===== src/rtl/branch_resolve_if.sv =====
// Branch-resolve stage bus: decoded instruction fields and operands in,
// registered branch/jump resolution out.
interface branch_resolve_if #(
   parameter int DW = 32,
   parameter int AW = 32
);
   logic          stall_i;
   logic          flush_i;
   logic          valid_i;
   logic [5:0]    op;
   logic [5:0]    func;
   logic [4:0]    rt;
   logic [4:0]    rd;
   logic [15:0]   imm;
   logic [25:0]   instr_index;
   logic [AW-1:0] pc_i;
   logic [DW-1:0] rs_data;
   logic [DW-1:0] rt_data;

   logic          valid_o;
   logic          redirect_o;
   logic [AW-1:0] target_o;
   logic          link_we_o;
   logic [4:0]    link_reg_o;
   logic [DW-1:0] link_data_o;
   logic          in_delay_slot_o;
   logic          err_o;

   modport master (
      output stall_i, flush_i, valid_i, op, func, rt, rd, imm, instr_index,
             pc_i, rs_data, rt_data,
      input  valid_o, redirect_o, target_o, link_we_o, link_reg_o,
             link_data_o, in_delay_slot_o, err_o
   );

   modport slave (
      input  stall_i, flush_i, valid_i, op, func, rt, rd, imm, instr_index,
             pc_i, rs_data, rt_data,
      output valid_o, redirect_o, target_o, link_we_o, link_reg_o,
             link_data_o, in_delay_slot_o, err_o
   );
endinterface


===== src/rtl/branch_resolve_unit.sv =====
// MIPS branch/jump resolution: condition, target and link evaluated combinationally,
// registered for EX, with delay-slot tracking and a saturating taken-redirect counter.
module branch_resolve_unit #(
   parameter int DW         = 32,
   parameter int AW         = 32,
   parameter int DELAY_SLOT = 1,
   parameter int CNT_W      = 16
) (
   input  logic             clk,
   input  logic             rst,
   branch_resolve_if.slave  bus,
   output logic [CNT_W-1:0] taken_cnt_o
);
   localparam logic [5:0] OP_RTYPE  = 6'b000000;
   localparam logic [5:0] OP_REGIMM = 6'b000001;
   localparam logic [5:0] OP_J      = 6'b000010;
   localparam logic [5:0] OP_JAL    = 6'b000011;
   localparam logic [5:0] OP_BEQ    = 6'b000100;
   localparam logic [5:0] OP_BNE    = 6'b000101;
   localparam logic [5:0] OP_BLEZ   = 6'b000110;
   localparam logic [5:0] OP_BGTZ   = 6'b000111;
   localparam logic [5:0] FN_JR     = 6'b001000;
   localparam logic [5:0] FN_JALR   = 6'b001001;
   localparam logic [4:0] RT_BLTZ   = 5'b00000;
   localparam logic [4:0] RT_BGEZ   = 5'b00001;
   localparam logic [4:0] RT_BLTZAL = 5'b10000;
   localparam logic [4:0] RT_BGEZAL = 5'b10001;

   typedef enum logic {NORM, SLOT} ds_state_e;

   ds_state_e state_q, state_d;

   // decode
   logic is_jr, is_jalr, is_j, is_jal, is_beq, is_bne, is_blez, is_bgtz;
   logic is_bltz, is_bgez, is_bltzal, is_bgezal, is_ctl;
   logic rs_neg, rs_zero, rs_eq_rt, taken;
   logic accept, in_slot;

   assign is_jr     = (bus.op == OP_RTYPE) && (bus.func == FN_JR);
   assign is_jalr   = (bus.op == OP_RTYPE) && (bus.func == FN_JALR);
   assign is_j      = (bus.op == OP_J);
   assign is_jal    = (bus.op == OP_JAL);
   assign is_beq    = (bus.op == OP_BEQ);
   assign is_bne    = (bus.op == OP_BNE);
   assign is_blez   = (bus.op == OP_BLEZ);
   assign is_bgtz   = (bus.op == OP_BGTZ);
   assign is_bltz   = (bus.op == OP_REGIMM) && (bus.rt == RT_BLTZ);
   assign is_bgez   = (bus.op == OP_REGIMM) && (bus.rt == RT_BGEZ);
   assign is_bltzal = (bus.op == OP_REGIMM) && (bus.rt == RT_BLTZAL);
   assign is_bgezal = (bus.op == OP_REGIMM) && (bus.rt == RT_BGEZAL);

   assign is_ctl = is_jr | is_jalr | is_j | is_jal | is_beq | is_bne | is_blez |
                   is_bgtz | is_bltz | is_bgez | is_bltzal | is_bgezal;

   // signed compares against zero reduce to sign bit and zero detect
   assign rs_neg   = bus.rs_data[DW-1];
   assign rs_zero  = (bus.rs_data == '0);
   assign rs_eq_rt = (bus.rs_data == bus.rt_data);

   assign taken = is_jr | is_jalr | is_j | is_jal
                | (is_beq & rs_eq_rt)
                | (is_bne & ~rs_eq_rt)
                | (is_blez & (rs_neg | rs_zero))
                | (is_bgtz & ~rs_neg & ~rs_zero)
                | ((is_bltz | is_bltzal) & rs_neg)
                | ((is_bgez | is_bgezal) & ~rs_neg);

   // targets and link
   logic [AW-1:0] pc4, pc8, br_tgt, j_tgt, rs_tgt, tgt;
   logic [DW-1:0] lnk_data;
   logic [4:0]    lnk_reg;
   logic          lnk_we;

   assign pc4      = bus.pc_i + AW'(4);
   assign pc8      = bus.pc_i + AW'(8);
   assign br_tgt   = pc4 + {{(AW-18){bus.imm[15]}}, bus.imm, 2'b00};
   assign rs_tgt   = AW'(bus.rs_data);
   assign lnk_data = DW'(pc8);

   always_comb begin
      j_tgt       = pc4;
      j_tgt[27:0] = {bus.instr_index, 2'b00};
   end

   always_comb begin
      tgt = br_tgt;
      if (is_jr || is_jalr)    tgt = rs_tgt;
      else if (is_j || is_jal) tgt = j_tgt;
   end

   always_comb begin
      lnk_reg = 5'd0;
      lnk_we  = 1'b0;
      if (is_jal || is_bltzal || is_bgezal) begin
         lnk_reg = 5'd31;
         lnk_we  = 1'b1;
      end else if (is_jalr) begin
         lnk_reg = bus.rd;
         lnk_we  = (bus.rd != 5'd0);
      end
   end

   // delay-slot FSM and next flag values
   logic nx_redirect, nx_lwe, nx_ds, nx_err;

   assign accept  = bus.valid_i & ~bus.stall_i & ~bus.flush_i;
   assign in_slot = (DELAY_SLOT != 0) && (state_q == SLOT);

   always_comb begin
      state_d     = state_q;
      nx_redirect = 1'b0;
      nx_lwe      = 1'b0;
      nx_ds       = 1'b0;
      nx_err      = 1'b0;
      if (accept) begin
         if (in_slot) begin
            // transfer inside a delay slot is reported, never executed
            nx_ds   = 1'b1;
            nx_err  = is_ctl;
            state_d = NORM;
         end else begin
            nx_redirect = is_ctl & taken;
            nx_lwe      = lnk_we;
            if (is_ctl && DELAY_SLOT != 0) state_d = SLOT;
         end
      end
      if (bus.flush_i) state_d = NORM;
   end

   always_ff @(posedge clk) begin
      if (!rst)                          state_q <= NORM;
      else if (bus.flush_i || !bus.stall_i) state_q <= state_d;
   end

   // output registers
   logic             vld_q, redirect_q, lwe_q, ds_q, err_q;
   logic [AW-1:0]    tgt_q;
   logic [4:0]       lreg_q;
   logic [DW-1:0]    ldata_q;
   logic [CNT_W-1:0] cnt_q;

   always_ff @(posedge clk) begin
      if (!rst) begin
         vld_q      <= 1'b0;
         redirect_q <= 1'b0;
         lwe_q      <= 1'b0;
         ds_q       <= 1'b0;
         err_q      <= 1'b0;
         tgt_q      <= '0;
         lreg_q     <= '0;
         ldata_q    <= '0;
         cnt_q      <= '0;
      end else if (bus.flush_i) begin
         vld_q      <= 1'b0;
         redirect_q <= 1'b0;
         lwe_q      <= 1'b0;
         ds_q       <= 1'b0;
         err_q      <= 1'b0;
      end else if (!bus.stall_i) begin
         vld_q      <= accept;
         redirect_q <= nx_redirect;
         lwe_q      <= nx_lwe;
         ds_q       <= nx_ds;
         err_q      <= nx_err;
         if (accept) begin
            tgt_q   <= tgt;
            lreg_q  <= lnk_reg;
            ldata_q <= lnk_data;
         end
         // a held redirect is counted on the first unstalled edge only
         if (redirect_q && cnt_q != {CNT_W{1'b1}}) cnt_q <= cnt_q + CNT_W'(1);
      end
   end

   assign bus.valid_o         = vld_q;
   assign bus.redirect_o      = redirect_q;
   assign bus.target_o        = tgt_q;
   assign bus.link_we_o       = lwe_q;
   assign bus.link_reg_o      = lreg_q;
   assign bus.link_data_o     = ldata_q;
   assign bus.in_delay_slot_o = ds_q;
   assign bus.err_o           = err_q;
   assign taken_cnt_o         = cnt_q;
endmodule


===== src/flat_wrapper.sv =====
// flat-port wrapper written by rule: the top's interface ports become plain ports
module branch_resolve_unit_flat 
#(
   parameter int DW         = 32,
   parameter int AW         = 32,
   parameter int DELAY_SLOT = 1,
   parameter int CNT_W      = 16
)
  (clk, rst, taken_cnt_o, bus_stall_i, bus_flush_i, bus_valid_i, bus_op, bus_func, bus_rt, bus_rd, bus_imm, bus_instr_index, bus_pc_i, bus_rs_data, bus_rt_data, bus_valid_o, bus_redirect_o, bus_target_o, bus_link_we_o, bus_link_reg_o, bus_link_data_o, bus_in_delay_slot_o, bus_err_o);
  branch_resolve_if #(.DW(DW), .AW(AW)) bus_i ();
  input  logic clk;
  input  logic rst;
  output logic [CNT_W-1:0] taken_cnt_o;
  input wire logic [$bits(bus_i.stall_i)-1:0] bus_stall_i;
  input wire logic [$bits(bus_i.flush_i)-1:0] bus_flush_i;
  input wire logic [$bits(bus_i.valid_i)-1:0] bus_valid_i;
  input wire logic [$bits(bus_i.op)-1:0] bus_op;
  input wire logic [$bits(bus_i.func)-1:0] bus_func;
  input wire logic [$bits(bus_i.rt)-1:0] bus_rt;
  input wire logic [$bits(bus_i.rd)-1:0] bus_rd;
  input wire logic [$bits(bus_i.imm)-1:0] bus_imm;
  input wire logic [$bits(bus_i.instr_index)-1:0] bus_instr_index;
  input wire logic [$bits(bus_i.pc_i)-1:0] bus_pc_i;
  input wire logic [$bits(bus_i.rs_data)-1:0] bus_rs_data;
  input wire logic [$bits(bus_i.rt_data)-1:0] bus_rt_data;
  output wire logic [$bits(bus_i.valid_o)-1:0] bus_valid_o;
  output wire logic [$bits(bus_i.redirect_o)-1:0] bus_redirect_o;
  output wire logic [$bits(bus_i.target_o)-1:0] bus_target_o;
  output wire logic [$bits(bus_i.link_we_o)-1:0] bus_link_we_o;
  output wire logic [$bits(bus_i.link_reg_o)-1:0] bus_link_reg_o;
  output wire logic [$bits(bus_i.link_data_o)-1:0] bus_link_data_o;
  output wire logic [$bits(bus_i.in_delay_slot_o)-1:0] bus_in_delay_slot_o;
  output wire logic [$bits(bus_i.err_o)-1:0] bus_err_o;
  assign bus_i.stall_i = bus_stall_i;
  assign bus_i.flush_i = bus_flush_i;
  assign bus_i.valid_i = bus_valid_i;
  assign bus_i.op = bus_op;
  assign bus_i.func = bus_func;
  assign bus_i.rt = bus_rt;
  assign bus_i.rd = bus_rd;
  assign bus_i.imm = bus_imm;
  assign bus_i.instr_index = bus_instr_index;
  assign bus_i.pc_i = bus_pc_i;
  assign bus_i.rs_data = bus_rs_data;
  assign bus_i.rt_data = bus_rt_data;
  assign bus_valid_o = bus_i.valid_o;
  assign bus_redirect_o = bus_i.redirect_o;
  assign bus_target_o = bus_i.target_o;
  assign bus_link_we_o = bus_i.link_we_o;
  assign bus_link_reg_o = bus_i.link_reg_o;
  assign bus_link_data_o = bus_i.link_data_o;
  assign bus_in_delay_slot_o = bus_i.in_delay_slot_o;
  assign bus_err_o = bus_i.err_o;
  branch_resolve_unit #(.DW(DW), .AW(AW), .DELAY_SLOT(DELAY_SLOT), .CNT_W(CNT_W)) u_core (.clk(clk), .rst(rst), .bus(bus_i), .taken_cnt_o(taken_cnt_o));
endmodule

===== config.mk =====
export PLATFORM = sky130hd
export DESIGN_NAME = branch_resolve_unit_flat
export DESIGN_NICKNAME = d
export VERILOG_FILES = /design/src/rtl/branch_resolve_if.sv /design/src/rtl/branch_resolve_unit.sv /design/src/flat_wrapper.sv
export SDC_FILE = /design/constraint.sdc
export NUM_CORES = 1
export LEC_CHECK = 0
export ABC_AREA = 1
export BUFFER_PORTS_ARGS = -buffer_cell sky130_fd_sc_hd__buf_4
export CAP_MARGIN = 15
export CORE_ASPECT_RATIO = 0.8
export CORE_UTILIZATION = 48
export DETAILED_ROUTE_END_ITERATION = 7
export PLACE_DENSITY_LB_ADDON = 0.25
export REMOVE_ABC_BUFFERS = 1
export SLEW_MARGIN = 20
export SYNTH_ARGS = -nofsm -noshare
export SYNTH_HDL_FRONTEND = slang
export SYNTH_SLANG_ARGS = --single-unit

===== constraint.sdc =====
create_clock -name clk -period 2.8 [get_ports clk]
set_clock_uncertainty 0.15 [all_clocks]
set_input_delay 0.14 -clock clk [delete_from_list [all_inputs] [get_ports clk]]
set_output_delay 0.14 -clock clk [all_outputs]
set_load 0.01 [all_outputs]

==> results of run 1 <==
state kept, by name, summed over array words and instances, names as in the netlist:
name                        count
u_core.bus.link_reg_o           5
u_core.taken_cnt_o             16
u_core.bus.target_o            32
u_core.bus.err_o                1
u_core.bus.in_delay_slot_o      1
u_core.bus.link_we_o            1
u_core.bus.link_data_o         32
u_core.bus.redirect_o           1
u_core.in_slot                  1
u_core.bus.valid_o              1
what timing repair did:
action                                  in CTS  in global routing
gates resized for setup                      2                105
pin swaps                                    0                 32
endpoints found under the setup margin       2                 21
buffers inserted                             0                  5
hold buffers                                29                  0
endpoints found under the hold margin       31                  0
final cells by class:
class	count	area share [%]
clock buffers	11	1.98
repair buffers	442	27.9
well taps	215	2.20
multi-input cells	982	47.5
flip-flops and latches	91	14.9
clock inverters	5	0.297
inverters	169	5.20
cell families (layout without fill, tap and decap cells):
family	count (synthesis)	after routing	share of synthesized area [%]
multiplexers	1	1	0.126
XOR/XNOR	89	89	9.83
AND/OR/NAND/NOR	617	617	34.6
adder cells (fa/ha/maj)	37	37	5.93
buffers and inverters	204	627	10.0
AO/OA/AOI/OAI	238	238	16.5
flip-flops	91	91	23.0
worst min-delay path by stage:
stage,end
finish,u_core.bus.target_o[12]$_SDFFE_PN0P_
global route,u_core.bus.target_o[12]$_SDFFE_PN0P_
CTS,u_core.bus.valid_o$_SDFFE_PP0N_
detailed placement,u_core.bus.link_data_o[3]$_SDFFE_PN0P_
global placement,u_core.bus.link_data_o[3]$_SDFFE_PN0P_
floorplan,u_core.bus.link_data_o[3]$_SDFFE_PN0P_
synth_stat cells (all sizes together) (2+ instances only):
| cell type | instances |
|---|---|
| nand2 | 298 |
| nor2 | 176 |
| inv | 168 |
| a21oi | 102 |
| o21ai | 93 |
| dfxtp | 91 |
| nand3 | 66 |
| xnor2 | 45 |
| xor2 | 44 |
| ha | 36 |
| nor3 | 34 |
| clkbuf | 23 |
| nand4 | 19 |
| o211ai | 14 |
| buf | 12 |
| nor4 | 10 |
| o21bai | 8 |
| a31oi | 7 |
| or2 | 6 |
| nor3b | 4 |
| a21o | 3 |
| o221ai | 3 |
| a221oi | 2 |
| nand3b | 2 |
critical path: cells and delay by family:
kind            cells  cell delay (ns)
compound gates      3             0.45
xor+xnor            1             0.27
fa+ha+maj           1             0.27
buf+inv             3             0.31
simple gates       13             1.48
cell usage in the layout, fill, tap and decap left out, drive strengths merged:
cell type,count
a221oi,2
clkbuf,11
o221ai,3
buf,413
dlygate4sd3,29
nor3b,4
a2bb2oi,1
nor2,176
ha,36
clkinv,4
a21oi,102
o22ai,1
o21bai,8
o21a,1
mux2i,1
xnor2,45
nand3,66
nor4,10
nand3b,2
o41ai,1
nor3,34
inv,170
a21boi,1
or2,6
a211oi,1
a21o,3
nand4,19
a31oi,7
nand2,298
o21ai,93
and2,1
fa,1
o211ai,14
and3,1
xor2,44
dfxtp,91
per-stage QoR:
step                total power [mW]  setup WS, ns  std cells  utilization (%)  instance area (µm²)
CTS                             4.03        0.0241       1910             73.4                11700
detailed placement              2.79        -0.364       1865             69.8                11100
global route                    4.35        -0.156       1915             76.7                12200
global placement                2.77        -0.312       1865             69.8                11100
floorplan                       2.08         -2.04       1242                -                 7770
finish                          4.16        0.0325       1915             76.7                12200
power by group:
part	internal (mW)	switching [mW]	total (mW)
combinational	0.754	0.815	1.57
sequential	1.35	0.0306	1.38
clock	0.633	0.582	1.21
total	2.73	1.43	4.16
per-layer routing:
metal | part of all wire [%] | global-route usage (%)
met4 | 3.3 | 12.9
met2 | 45 | 56.5
met3 | 8.9 | 6.98
met5 | 0 | 0
met1 | 43 | 45.0
==> summary.txt, run 1 <==
Finish
  • Area of the multi-input gates: 0.00581 mm²
  • Reg area: around 0.0018 mm²
  • Area grow syn2layout: 54.2%
  • Final net count: approximately 1.9k
  • Fillers: approximately 1.2k
  • Share of post-route cells with drive strength above 1: roughly a third
  • Number of diodes: 0

Floorplanning
  • Die ar.: 0.0170 mm²
  • IO Pins: between 200 and 300
  • Die H: roughly 120 µm
  • Cell row count: 41
  • Effective utilization at floorplan: 49.7%
  • Chip width: roughly 150 µm
  • Core box area: 0.0160 mm²

Clock tree
  • H-tree levels: 3
  • CTS Root Cell: clkbuf_16
  • Total CTS buffers: 9
  • Sink Count: 91
  • Clock latency on the worst-skew pair: between 0.3 and 0.4 ns
  • CTS Buffer Depth: 2
  • CTS tree: built
  • CTS clock-pin slew for the worst setup and hold paths: around 0.070 ns

Drt
  • Vias: about 10k
  • First-pass detailed-route iteration total: 6
  • Post-route ant nets: 0
  • Per-cell routed wire length: 16.2 µm
  • DR iter-0 viols: ~840
  • Vias/cell: about 5.3
  • Total wire length: ~31,000 µm
  • Residual DRC: 0

Worst setup path
  • CP arrival: 2.92 ns
  • CP cell instances: buf_4 -> inv_1 -> buf_4 -> nor3_2 -> nand2_1 -> nor4_2 -> nand2_1 -> xor2_2 -> ha_4 -> nand2_2 -> nand2_1 -> o21bai_1 -> a21oi_1 -> nor2_1 -> nor2_1 -> nand2_1 -> nand2_1 -> nand3_1 -> nand2_1 -> nand2_1 -> a21oi_2
  • CP startpoint kind: primary input
  • CP required: 2.95 ns
  • CP max stage delay: slightly above 0.3 ns
  • Setup crit end: u_core.bus.target_o[29]$_SDFFE_PN0P_
  • CP max-delay cell: nor4_2
  • RR Startpoint: u_core.taken_cnt_o[1]$_SDFFE_PN0P_
  • Nature of the critical path endpoint: flip-flop
  • Critical path class: in2reg
  • Worst Reg-to-Reg Cells: 11
  • Most used cell, CP: nand2_1
  • R2R Path End: u_core.taken_cnt_o[9]$_SDFFE_PN0P_
  • Critical path startpoint: bus_pc_i[19]
  • Crit-path max FO: 5
  • R2R Setup Slk: a little over 0.6 ns

Yosys
  • Synth Warn #: 0
  • Most used DFF post-synth: dfxtp_1
  • Post-synthesis async set-or-reset flop share: 0%
  • Share of the synthesized area in the top cell type: between 20% and 30%
  • Synth unique cells: 53
  • Yosys reg bits: 91
  • Cell type with the largest total area after synthesis: dfxtp_1
  • Sequential-to-total area share from yosys stat: a little under a quarter
  • Post-synth EDFFs: 0
  • Top area cells in the synthesized netlist: dfxtp_1, nand2_1, nor2_1, inv_1, a21oi_1
  • Cell count after synthesis: 1,277
  • Syn avg cell area: about 6.2 µm²
  • Synthesized area: roughly 0.008 mm²

Timing
  • RSZ-0062 raised after global routing: yes
  • Slew Limit Headroom: 55.5%
  • Slew @ Worst Pin: approximately 0.67 ns
  • Hold Fails Final Rpt: 0
  • Final setup viols: 0
  • Setup TNS Final: 0 ns
  • Period minus WS final: approximately 2.8 ns
  • Slew Viols, Final: 0
  • Fin Hold WS: 0.00354 ns
  • Period utilization: just under 100%
  • Fmax: 0.361 GHz

Placed design
  • Port bufs: 254
  • Final Wtd Congestion: ~1.0
  • Detailed Place HPWL: approximately 23,000 µm

Hold path
  • Hold WC Path Type: in2reg
  • Worst hold path stage count: 3
  • Hold_sp: bus_rs_data[12]

Global route
  • GRT Total Usage: 34.4%
  • Initial antenna violation count: 0
  • Congestion Overflow GR: 0
  • Largest net degree at the start of global routing: between 80 and 90
  • Global-route wire length before repair: ~46,000 µm
  • Vias in the first global route: just over 9k

Status
  • Status: completed

Power and ir drop
  • Power Density: 340 mW/mm²
  • Lkg Pwr: around 5.9 nW
  • Peak supply drop: approximately 0.00034 V

Flow run
  • Max Cap Viol: 0
(Power assumes the default switching activity.)
==> inputs of run 2 (changes only) <==
--- a/config.mk
+++ b/config.mk
@@ -10,10 +10,12 @@
 export CAP_MARGIN = 15
 export CORE_ASPECT_RATIO = 0.8
 export CORE_UTILIZATION = 48
+export CTS_BUF_LIST = sky130_fd_sc_hd__clkbuf_8
 export DETAILED_ROUTE_END_ITERATION = 7
+export HOLD_SLACK_MARGIN = 0.15
 export PLACE_DENSITY_LB_ADDON = 0.25
 export REMOVE_ABC_BUFFERS = 1
-export SLEW_MARGIN = 20
+export SLEW_MARGIN = 30
 export SYNTH_ARGS = -nofsm -noshare
 export SYNTH_HDL_FRONTEND = slang
 export SYNTH_SLANG_ARGS = --single-unit
==> summary.txt, run 2 (same netlist as run 1, synthesis figures left out) <==
Floorplanning
  • Chip width: 146 µm (unchanged)
  • Effective utilization at floorplan: 49.7% (unchanged)
  • Core box area: 0.0160 mm² (unchanged)
  • Die ar.: 0.0170 mm² (unchanged)
  • IO Pins: 255 (unchanged)
  • Cell row count: 41 (unchanged)
  • Die H: 117 µm (unchanged)

Power and ir drop
  • Total power: 3.93 mW (-5.5%)
  • Net Sw Frac: 36.3% (+2.0 points)
  • Peak supply drop: 0.000248 V (-28%)
  • Power Density: 309 mW/mm² (-9.3%)
  • Clk pwr share: 23.1% (-6.1 points)
  • Net Switching: 1.43 mW (about the same)
  • Sequential fraction of design power: 35.0% (+1.9 points)
  • Logic pwr share: 41.9% (+4.2 points)
  • Cell-internal power: 2.51 mW (-8.3%)
  • Lkg Pwr: 6.16 nW (+4.0%)

Placed design
  • Dpl cells: 1,865 (unchanged)
  • Final Wtd Congestion: 0.995 (unchanged)
  • Detailed Place HPWL: 23,400 µm (unchanged)
  • Port bufs: 254 (unchanged)
  • Pre-CTS setup slack: -0.364 ns (unchanged)
  • Placed instance area: 0.0111 mm² (unchanged)

Clock tree
  • CTS clock-pin slew for the worst setup and hold paths: 0.10 ns (+0.03 ns)
  • Sink Count: 91 (unchanged)
  • CTS Buffer Depth: 2 (unchanged)
  • Total CTS buffers: 9 (unchanged)
  • H-tree levels: 3 (unchanged)
  • CTS tree: built
  • Clock latency on the worst-skew pair: 0.40 ns (+0.04 ns)
  • CTS Root Cell: clkbuf_8

Timing
  • Setup ws final: 0.104 ns (+0.0715 ns)
  • Period utilization: 96.3% (-2.6 points)
  • Hold Fails Final Rpt: 0 (unchanged)
  • RSZ-0062 raised after global routing: yes
  • Slew Limit Headroom: 57.0% (+1.4 points)
  • Slew @ Worst Pin: 0.645 ns (-0.0216 ns)
  • Period minus WS final: 2.70 ns (-0.0715 ns)
  • Fmax: 0.371 GHz (+2.7%)
  • Slew Viols, Final: 0 (unchanged)
  • Final setup viols: 0 (unchanged)

Worst setup path
  • CP startpoint kind: primary input
  • Nature of the critical path endpoint: flip-flop
  • Crit-path max FO: 41 (+36)
  • CP arrival: 2.87 ns (-0.05 ns)
  • CP required: 2.98 ns (+0.03 ns)
  • RR Startpoint: u_core.taken_cnt_o[1]$_SDFFE_PN0P_
  • Critical path class: in2reg
  • Critical path startpoint: bus_op[2]

Hold path
  • Hold WC Path Type: in2reg
  • Hold_sp: bus_op[0]

Drt
  • Vias: 10.7k (+5.3%)
  • DR iter-0 viols: 961 (+14%)
  • Total wire length: 33,200 µm (+6.9%)
  • Post-route ant nets: 0 (unchanged)
  • Vias/cell: 5.35 (+1.2%)
  • Residual DRC: 0 (unchanged)
  • Per-cell routed wire length: 16.7 µm (+2.8%)
  • First-pass detailed-route iteration total: 6 (unchanged)

Flow run
  • Max Cap Viol: 0 (unchanged)

Finish
  • Reg area: 0.00182 mm² (unchanged)
  • Number of diodes: 0 (unchanged)
  • Share of post-route cells with drive strength above 1: 30.9% (-2.4 points)
  • Final net count: 1,973 (+4.0%)
  • Most frequent cells in the layout: buf_4, nand2_1, inv_1
  • Finished Core Util: 79.9% (+3.2 points)
  • Post-route cell area: 0.0127 mm² (+4.2%)
  • Non-filler cells, final: 1,991 (+4.0%)
  • Area of the multi-input gates: 0.00566 mm² (-2.5%)
  • Fillers: 1,097 (-11%)
  • Most common cell after layout, fill and taps aside: buf_4
  • Area grow syn2layout: 60.7%

Global route
  • Largest net degree at the start of global routing: 88 (unchanged)
  • Congestion Overflow GR: 0 (unchanged)
  • Initial antenna violation count: 0 (unchanged)
  • Vias in the first global route: 9,947 (+8.0%)
  • Global-route wire length before repair: 50,500 µm (+8.8%)
  • GRT Total Usage: 37.6% (+3.2 points)

Status
  • Status: completed
-- run 2: critical path: stages --
cell and delay, ns:
dlygate4sd3_1 0.53, buf_4 0.15, nor3_4 0.29, buf_4 0.17
nand2_1 0.05, buf_4 0.28, inv_2 0.33, nand2_1 0.14
a31oi_1 0.18, dlygate4sd3_1 0.59
-- run 2: repair_timing --
action,4_1_cts,5_1_grt
endpoints found under the hold margin,71,0
buffers inserted,0,5
hold buffers,106,0
setup endpoints to repair,0,21
resized for setup,0,81
-- run 2: worst paths after layout --
check,slack (ns),depth (start not counted),to
min,0.11,6,u_core.bus.redirect_o$_SDFFE_PP0N_
min reg2reg,0.32,2,u_core.bus.target_o[8]$_SDFFE_PN0P_
max reg2reg,0.51,11,u_core.taken_cnt_o[14]$_SDFFE_PN0P_
max,0.10,10,u_core.bus.target_o[5]$_SDFFE_PN0P_
-- run 2: through the flow --
stage	hold WS, ns	TNS (ns)
6_report	0.109	0
5_1_grt	0.165	-0.197
4_1_cts	0.153	0
3_5_place_dp	0.211	-4.65
3_3_place_gp	0.205	-3.59
2_1_floorplan	0.0794	-106.37
-- run 2: routing by layer --
metal	up-vias	wire length, µm	track usage, %
li1	5127	-	-
met1	4768	13800	47.9
met2	648	15100	61.8
met3	116	3050	8.18
met4	0	1320	16.8
met5	-	0	0
-- run 2: cell type report --
| type | instances | share of cell area (%) |
|---|---|---|
| clock buffer | 10 | 1.08 |
| clock inverter | 6 | 0.314 |
| inverter | 169 | 4.99 |
| multi-input combinational | 982 | 44.4 |
| sequential | 91 | 14.3 |
| tap | 215 | 2.11 |
| timing repair buffer | 518 | 32.8 |
-- run 2: power by group through the flow --
stage | Combinational (mW) | Clock [mW] | Sequential, mW
3_5_place_dp | 1.39 | 0 | 1.40
3_3_place_gp | 1.37 | 0 | 1.40
2_1_floorplan | 0.656 | 0 | 1.42
5_1_grt | 1.78 | 0.956 | 1.38
6_report | 1.65 | 0.908 | 1.38
4_1_cts | 1.51 | 0.901 | 1.38
==> inputs of run 3 (changes only) <==
--- a/config.mk
+++ b/config.mk
@@ -8,10 +8,13 @@
 export ABC_AREA = 1
 export BUFFER_PORTS_ARGS = -buffer_cell sky130_fd_sc_hd__buf_4
 export CAP_MARGIN = 15
+export CELL_PAD_IN_SITES_DETAIL_PLACEMENT = 0
+export CELL_PAD_IN_SITES_GLOBAL_PLACEMENT = 2
 export CORE_ASPECT_RATIO = 0.8
-export CORE_UTILIZATION = 48
+export CORE_UTILIZATION = 24
 export CTS_BUF_LIST = sky130_fd_sc_hd__clkbuf_8
 export DETAILED_ROUTE_END_ITERATION = 7
+export GPL_ROUTABILITY_DRIVEN = 0
 export HOLD_SLACK_MARGIN = 0.15
 export PLACE_DENSITY_LB_ADDON = 0.25
 export REMOVE_ABC_BUFFERS = 1
==> summary.txt, run 3 (same netlist as run 1, synthesis figures left out) <==
Status
  • Status: completed

Floorplanning
  • Core box area: 0.0325 mm² (+100%)
  • Cell row count: 59 (+44%)
  • Die ar.: 0.0338 mm² (+98%)
  • Chip width: 205 µm (+41%)
  • Die H: 165 µm (+41%)
  • IO Pins: 255 (unchanged)
  • Effective utilization at floorplan: 24.4% (-25 points)

Global route
  • GRT Total Usage: 21.0% (-17 points)
  • Vias in the first global route: 9,322 (-6.3%)
  • Global-route wire length before repair: 53,700 µm (+6.4%)
  • Congestion Overflow GR: 0 (unchanged)
  • Initial antenna violation count: 1 (+1)
  • Met1 usage: 31.2% (-17 points)
  • Largest net degree at the start of global routing: 88 (unchanged)
  • GR Util met3: 3.49% (-4.7 points)
  • Most Used Layer, Global Route: met2
  • Met2 usage: 31.6% (-30 points)

Power and ir drop
  • Lkg Pwr: 6.40 nW (+3.8%)
  • Power Density: 315 mW/mm² (+2.0%)
  • Total power: 4.25 mW (+8.0%)
  • Peak supply drop: 0.000211 V (-15%)

Hold path
  • Worst hold path stage count: 6 (unchanged)
  • Hold WC Path Type: in2reg

Finish
  • Area grow syn2layout: 70.2%
  • Most frequent cells in the layout: buf_4, nand2_1, inv_1
  • Fillers: 3,501 (+220%)
  • Most common cell after layout, fill and taps aside: buf_4
  • Post-route cell area: 0.0135 mm² (+5.9%)
  • Share of post-route cells with drive strength above 1: 32.8% (+1.9 points)
  • Final net count: 2,003 (+1.5%)

Clock tree
  • CTS Root Cell: clkbuf_8
  • CTS Buffer Depth: 2 (unchanged)
  • Total CTS buffers: 9 (unchanged)
  • CTS tree: built
  • Clock latency on the worst-skew pair: 0.40 ns (about the same)
  • H-tree levels: 3 (unchanged)
  • CTS clock-pin slew for the worst setup and hold paths: 0.11 ns (about the same)
  • Sink Count: 91 (unchanged)

Timing
  • Hold Fails Final Rpt: 0 (unchanged)
  • Slew Limit Headroom: 66.2% (+9.2 points)
  • Final setup viols: 0 (unchanged)
  • Slew @ Worst Pin: 0.507 ns (-0.138 ns)
  • Period minus WS final: 2.72 ns (+0.0204 ns)
  • Slew Viols, Final: 0 (unchanged)
  • RSZ-0062 raised after global routing: yes
  • Period utilization: 97.0% (+0.73 points)
  • Fmax: 0.368 GHz (-0.75%)

Worst setup path
  • CP required: 3.00 ns (+0.02 ns)
  • Worst Reg-to-Reg Cells: 11 (unchanged)
  • CP arrival: 2.91 ns (+0.04 ns)
  • Critical path class: in2reg
  • Crit-path max FO: 5 (-88%)
  • Nature of the critical path endpoint: flip-flop
  • CP startpoint kind: primary input

Drt
  • Total wire length: 36,500 µm (+9.8%)
  • Residual DRC: 0 (unchanged)
  • DR iter-0 viols: 541 (-44%)
  • Post-route ant nets: 0 (unchanged)
  • Per-cell routed wire length: 16.3 µm (-2.2%)
  • Vias/cell: 4.49 (-16%)
  • First-pass detailed-route iteration total: 4 (-2)
  • Vias: 10.0k (-6.0%)

Placed design
  • Port bufs: 254 (unchanged)
  • Detailed Place HPWL: 28,400 µm (+21%)
  • Placed instance area: 0.0115 mm² (+3.6%)

Flow run
  • Max Cap Viol: 0 (unchanged)
-- run 3: routing by layer --
layer | vias to the layer above | share of wire, %
met5 | - | 0
met4 | 0 | 0.95
met3 | 19 | 5.3
met2 | 275 | 42
met1 | 4535 | 52
li1 | 5193 | -
-- run 3: path summary, 6_finish.rpt --
check                                     startpoint                                    to  slack, ns
setup reg to reg  u_core.taken_cnt_o[0]$_SDFFE_PN0P_    u_core.taken_cnt_o[9]$_SDFFE_PN0P_       0.42
hold / removal                             bus_op[2]  u_core.bus.target_o[30]$_SDFFE_PN0P_       0.19
setup / recovery                         bus_pc_i[4]  u_core.bus.target_o[26]$_SDFFE_PN0P_       0.08
hold reg to reg      u_core.bus.valid_o$_SDFFE_PP0N_       u_core.bus.valid_o$_SDFFE_PP0N_       0.32
-- run 3: power by group --
group | total, mW | leakage, nW | internal [mW] | switching [mW]
combinational | 1.73 | 5.54 | 0.863 | 0.872
sequential | 1.37 | 0.741 | 1.35 | 0.0292
clock | 1.14 | 0.116 | 0.556 | 0.582
-- run 3: critical path, stage by stage --
cell     delay [ns]
buf_6          0.10
ha_4           0.15
nand3_4        0.08
nor2_4         0.16
nand4_1        0.26
xor2_1         0.25
o21ai_1        0.18
inv_2          0.09
ha_4           0.28
buf_4          0.12
nand4_1        0.16
nor3_2         0.23
nand3_1        0.12
nand3_2        0.10
nor2_1         0.08
o21ai_1        0.17
nand2_1        0.08
a21oi_1        0.13
-- run 3: final cells by class --
| type | instances | area, µm² | area share, % |
|---|---|---|---|
| clock inverters | 5 | 85.1 | 0.630 |
| well taps | 427 | 534 | 3.96 |
| flip-flops and latches | 91 | 1820 | 13.5 |
| clock buffers | 11 | 151 | 1.12 |
| inverters | 169 | 642 | 4.76 |
| multi-input cells | 982 | 5810 | 43.1 |
| repair buffers | 548 | 4450 | 33.0 |
| diodes | 1 | 2.50 | 0.0185 |
-- run 3: per-stage QoR --
step / worst slack (ns) / setup TNS [ns] / hold slack, ns / cells / util (%)
2_1_floorplan: -2.04 / -106.37 / 0.0794 / 1242 / -
3_3_place_gp: -0.708 / -8.76 / 0.220 / 2093 / 35.5
3_5_place_dp: -0.675 / -8.50 / 0.220 / 2093 / 35.5
4_1_cts: 0.00987 / 0 / 0.161 / 2226 / 39.9
5_1_grt: -0.0507 / -0.209 / 0.189 / 2233 / 41.5
6_report: 0.0836 / 0 / 0.185 / 2234 / 41.6
-- run 3: what timing repair did --
| action | in CTS | in global routing |
|---|---|---|
| setup buffers | 3 | 7 |
| resized for setup | 11 | 111 |
| setup endpoints to repair | 4 | 22 |
| endpoints found under the hold margin | 71 | 0 |
| pin swaps | 4 | 32 |
| hold buffers | 114 | 0 |
